--- config.mk ---
export PLATFORM = sky130hd
export DESIGN_NAME = regfile_wb_arbiter
export DESIGN_NICKNAME = d
export VERILOG_FILES = /design/src/rtl/regfile_wb_arbiter.sv
export SDC_FILE = /design/constraint.sdc
export NUM_CORES = 1
export LEC_CHECK = 0
export BUFFER_PORTS_ARGS = -buffer_cell sky130_fd_sc_hd__buf_2
export CAP_MARGIN = 20
export CORE_MARGIN = 1.5
export CORE_UTILIZATION = 41
export CTS_CLUSTER_SIZE = 8
export DETAILED_ROUTE_END_ITERATION = 16
export GPL_TIMING_DRIVEN = 0
export HOLD_SLACK_MARGIN = 0.02
export PLACE_DENSITY = 0.76
export SETUP_SLACK_MARGIN = 0.02
export SYNTH_ARGS = -nofsm -noshare
export SYNTH_HDL_FRONTEND = slang
export SYNTH_SLANG_ARGS = --single-unit
--- constraint.sdc ---
create_clock -name clk -period 3.8 [get_ports clk]
set_clock_uncertainty 0.1 [all_clocks]
set_input_delay 1.14 -clock clk [delete_from_list [all_inputs] [get_ports clk]]
set_output_delay 1.14 -clock clk [all_outputs]
set_load 0.02 [all_outputs]
--- src/rtl/regfile_wb_arbiter.sv ---
// Register-file write-back arbiter: round-robin grant with starvation override,
// one-cycle registered write stage and one-hot write-enable decode ($0 dropped).
module regfile_wb_arbiter #(
    parameter int unsigned NUM_REQ  = 3,
    parameter int unsigned DATA_W   = 32,
    parameter int unsigned MAX_WAIT = 7
) (
    input  logic                      clk,
    input  logic                      rst_n,
    input  logic                      wb_stall,
    input  logic [NUM_REQ-1:0]        req_valid,
    input  logic [5*NUM_REQ-1:0]      req_addr,
    input  logic [DATA_W*NUM_REQ-1:0] req_data,
    output logic [NUM_REQ-1:0]        req_ready,
    output logic [31:0]               wr_en,
    output logic [4:0]                wr_addr,
    output logic [DATA_W-1:0]         wr_data,
    output logic [1:0]                wr_src,
    output logic                      starve_hit
);

    localparam int unsigned CW = $clog2(MAX_WAIT + 1);

    logic [1:0]        rr_ptr_q;
    logic [CW-1:0]     wait_cnt_q [NUM_REQ];
    logic [31:0]       wr_en_q, wr_en_d;
    logic [4:0]        wr_addr_q;
    logic [DATA_W-1:0] wr_data_q;
    logic [1:0]        wr_src_q;
    logic              starve_hit_q;

    logic [NUM_REQ-1:0] grant_vec;
    logic [1:0]         grant_idx;
    logic               grant_any;
    logic               grant_ovr;
    logic [1:0]         scan_idx;
    logic [4:0]         sel_addr;
    logic [DATA_W-1:0]  sel_data;

    // Override pass first (lowest starving index), then round-robin scan from rr_ptr.
    always_comb begin
        grant_vec = '0;
        grant_idx = '0;
        grant_any = 1'b0;
        grant_ovr = 1'b0;
        scan_idx  = '0;
        if (!wb_stall) begin
            for (int unsigned i = 0; i < NUM_REQ; i++) begin
                if (!grant_any && req_valid[i] && wait_cnt_q[i] == CW'(MAX_WAIT)) begin
                    grant_any = 1'b1;
                    grant_ovr = 1'b1;
                    grant_idx = 2'(i);
                end
            end
            for (int unsigned k = 0; k < NUM_REQ; k++) begin
                scan_idx = 2'((32'(rr_ptr_q) + k) % NUM_REQ);
                if (!grant_any && req_valid[scan_idx]) begin
                    grant_any = 1'b1;
                    grant_idx = scan_idx;
                end
            end
            if (grant_any) grant_vec[grant_idx] = 1'b1;
        end
    end

    always_comb begin
        sel_addr = req_addr[5*grant_idx +: 5];
        sel_data = req_data[DATA_W*grant_idx +: DATA_W];
        wr_en_d  = (sel_addr != 5'd0) ? (32'd1 << sel_addr) : '0;
    end

    always_ff @(posedge clk or negedge rst_n) begin
        if (!rst_n) begin
            rr_ptr_q     <= '0;
            for (int unsigned i = 0; i < NUM_REQ; i++) wait_cnt_q[i] <= '0;
            wr_en_q      <= '0;
            wr_addr_q    <= '0;
            wr_data_q    <= '0;
            wr_src_q     <= '0;
            starve_hit_q <= 1'b0;
        end else begin
            if (grant_any)
                rr_ptr_q <= (grant_idx == 2'(NUM_REQ - 1)) ? 2'd0 : grant_idx + 2'd1;
            for (int unsigned i = 0; i < NUM_REQ; i++) begin
                if (grant_vec[i] || !req_valid[i])
                    wait_cnt_q[i] <= '0;
                else if (wait_cnt_q[i] != CW'(MAX_WAIT))
                    wait_cnt_q[i] <= wait_cnt_q[i] + 1'b1;
            end
            if (grant_any) begin
                wr_en_q      <= wr_en_d;
                wr_addr_q    <= sel_addr;
                wr_data_q    <= sel_data;
                wr_src_q     <= grant_idx;
                starve_hit_q <= grant_ovr;
            end else begin
                wr_en_q      <= '0;
                starve_hit_q <= 1'b0;
            end
        end
    end

    assign req_ready  = grant_vec;
    assign wr_en      = wr_en_q;
    assign wr_addr    = wr_addr_q;
    assign wr_data    = wr_data_q;
    assign wr_src     = wr_src_q;
    assign starve_hit = starve_hit_q;

endmodule

==> run_results.csv <==
group,metric,value,unit
run_status,status,"finished clean",
routing,viasPerCell,5.38,
clock_tree,cts_max_level,3,
finish,postLayoutCoreUtil,59.0,%
floorplan,dieWidth,99.7,um
synthesis,yosysSeqAreaShare,54.2,%
power_and_ir_drop,clockPowerShare,15.6,%
global_routing,grt_pass1_wl,17.1,mm
clock_tree,cts_buffers,9,
worst_setup_path,path_cells,"buf_8 > a222oi_1 > buf_4 > nand3_4 > buf_6 > o21ai_4 > nor4_4 > buf_4",
global_routing,overflow,0,
synthesis,yosysWarnings,0,
finish,final_area,5400,um2
routing,wl,11.1,mm
worst_setup_path,timing.critical_path.slowest_stage_cell,"a222oi_1",
sta,fin_crit,3730,ps
clock_tree,clock-root-buffer,"clkbuf_8",
sta,setup_violations,0,
power_and_ir_drop,p_int,2.26,mW
clock_tree,insertion_delay,350,ps
synthesis,syn_nets,500,
routing,vias,3796,
clock_tree,cts_sinks,83,
worst_setup_path,required,2560,ps
finish,areaGrowthSynthToFinish,40.9,%
sta,tightest_slew,765,ps
synthesis,synth_seq_cells,83,
sta,fmax,268,MHz
placed_design,dpl.hpwl,8.22,mm
placed_design,port_buffers,189,
finish,nets,715,
sta,hold_violations,0,
synthesis,synthesis.instances,375,
min_path,min-delay-path-class,"reg -> reg",
sta,slew_headroom,48.4,%
worst_setup_path,slowest_delay,360,ps
floorplan,die_h,99.7,um
worst_setup_path,crit_family,"buffers and inverters",
floorplan,core,9150,um2
clock_tree,clk_pin_slew,90,ps
synthesis,netlist_top_cells_area,"dfrtp_1 54%, nand2_1 6.6%, a222oi_1 6.0%",
synthesis,avgSynthCellArea,10.2,um2
synthesis,synth_edf_count,0,
worst_setup_path,arrival,2490,ps
power_and_ir_drop,p_leak,2.85,nW
global_routing,grt_start_max_net_pins,44,
finish,n_antenna_cell,0,
global_routing,antenna_found_initial,0,
sta,finalCritPeriodShare,98.0,%
routing,ant_nets,0,
synthesis,netlist_top_cells_count,"83 x dfrtp_1, 67 x nand2_1, 45 x nor2_1",
floorplan,die_area,9930,um2
synthesis,synth_ff_type,"dfrtp_1",
power_and_ir_drop,switching_share,43.8,%
global_routing,grt_use_total,22.1,%
power_and_ir_drop,peakVddDrop,0.450,mV
synthesis,async_flop_share,100,%
sta,finalMaxSlewViolations,0,
worst_setup_path,crit_top_cell,"buf_4",
worst_setup_path,crit_type,"in -> out",
synthesis,synth_top_cell_area_share,54.2,%
routing,first_pass_iters,9,
power_and_ir_drop,p_comb_share,52.1,%
placed_design,place_area,5020,um2
worst_setup_path,end_kind,"output port",
worst_setup_path,path_buf_inv,4,
routing,first_iter_violations,258,
sta,rsz0062_at_grt,"yes",
routing,wl_per_cell,15.8,um
routing,drc,0,
power_and_ir_drop,power_switching,1.76,mW
global_routing,grt_pass1_vias,3537,
clock_tree,cts_tree,"built",
floorplan,ios,192,
synthesis,synth_top_area_cell,"dfrtp_1",
power_and_ir_drop,p_per_area,746,nW/um2
worst_setup_path,path_max_fanout,9,
clock_tree,ctsHoldBuffers,0,
power_and_ir_drop,power_frac_seq,32.4,%
job,cap_violations,0,
synthesis,ys_types,50,
synthesis,netlist_area,3830,um2
finish,layout-drive-gt1-share,44.2,%
placed_design,routabilityCongestion,0.848,
floorplan,rows,35,
floorplan,start_util,41.8,%
synthesis,yosysMostFrequentCell,"dfrtp_1",
worst_setup_path,cp-start-kind,"input port",
clock_tree,cts_buffer_depth,2,
stage by stage:
stage	cells	hold WS, ps	power (mW)	setup TNS (ps)	setup slack (ps)
2_1_floorplan	375	379	2.63	0	9.81
3_3_place_gp	675	359	3.19	-1330	-532
3_5_place_dp	676	365	3.25	-1280	-494
4_1_cts	703	386	3.98	-1.85	-1.85
5_1_grt	706	414	4.31	0	3.18
6_report	706	387	4.03	0	74.5
path summary, 6_finish.rpt:
| path | to | slack (ps) | cells past startpoint | start |
|---|---|---|---|---|
| setup / recovery | req_ready[0] | 70 | 8 | req_valid[2] |
| hold / removal | wr_src[1] | 390 | 1 | wr_src[1] |
| setup reg to reg | wr_en[22] | 440 | 11 | wait_cnt_q[3] |
| hold reg to reg | wr_src[1] | 390 | 1 | wr_src[1] |
| max in group asynchronous | wait_cnt_q[4] | 2350 | 2 | rst_n |
| min in group asynchronous | wr_data[16] | 650 | 1 | rst_n |
layout make-up:
class	count	area (um2)
Multi-Input combinational cell	257	1680
Clock buffer	11	131
Inverter	11	46.3
Timing Repair Buffer	211	1140
Clock inverter	5	61.3
Fill cell	765	3750
Tap cell	111	139
Buffer	17	121
Sequential cell	83	2080
timing repair:
item	in CTS	in global routing
buffers inserted	13	8
pin swaps	8	7
endpoints found under the setup margin	3	3
gates resized for setup	14	17
flip-flops by register name, indices dropped and copies added, names as in the netlist:
| register | count |
|---|---|
| rr_ptr_q | 2 |
| starve_hit | 1 |
| wait_cnt_q | 9 |
| wr_addr | 5 |
| wr_data | 32 |
| wr_en | 32 |
| wr_src | 2 |
metal layers:
layer	GRT usage (%)	vias to the layer above	part of all wire, %
met1	29.1	1814	43
met2	35.5	178	49
met4	9.75	0	2.2
li1	-	1779	-
met5	0	-	0
met3	4.29	25	5.9
cells by family after synthesis:
group / Yosys count / share of synthesized area (%)
compound gates: 87 / 17.9
xor+xnor: 3 / 0.686
fa+ha+maj: 8 / 2.61
buf+inv: 35 / 4.48
flops: 83 / 54.2
mux: 7 / 1.83
other cells: 1 / 0.0979
simple gates: 151 / 18.2
power by group through the flow:
stage	clock network (mW)	logic [mW]	registers, mW
CTS	0.639	2.04	1.30
finish	0.627	2.10	1.30
global placement	0	1.89	1.31
floorplan	0	1.04	1.59
global route	0.683	2.29	1.33
detailed placement	0	1.93	1.31
cell usage in the layout (no fill, tap or decap), drive strengths merged, types with 2 or more instances in the layout:
cell type	Yosys	layout
a222oi	23	23
nor2	54	54
nor3b	4	4
o21a	3	3
a21o	3	3
nand2	67	67
inv	11	11
nor4	3	3
a31oi	11	11
buf	17	221
clkinvlp	0	3
o311ai	2	2
or3	6	6
xor2	3	3
nor2b	3	3
nand3	5	5
a22o	2	2
clkbuf	7	18
o31ai	3	3
o21ai	16	16
ha	8	8
o311a	3	3
dfrtp	83	83
a22oi	12	12
mux2i	7	7
nand2b	3	3
No activity file was read; power rests on OpenSTA's default activity.
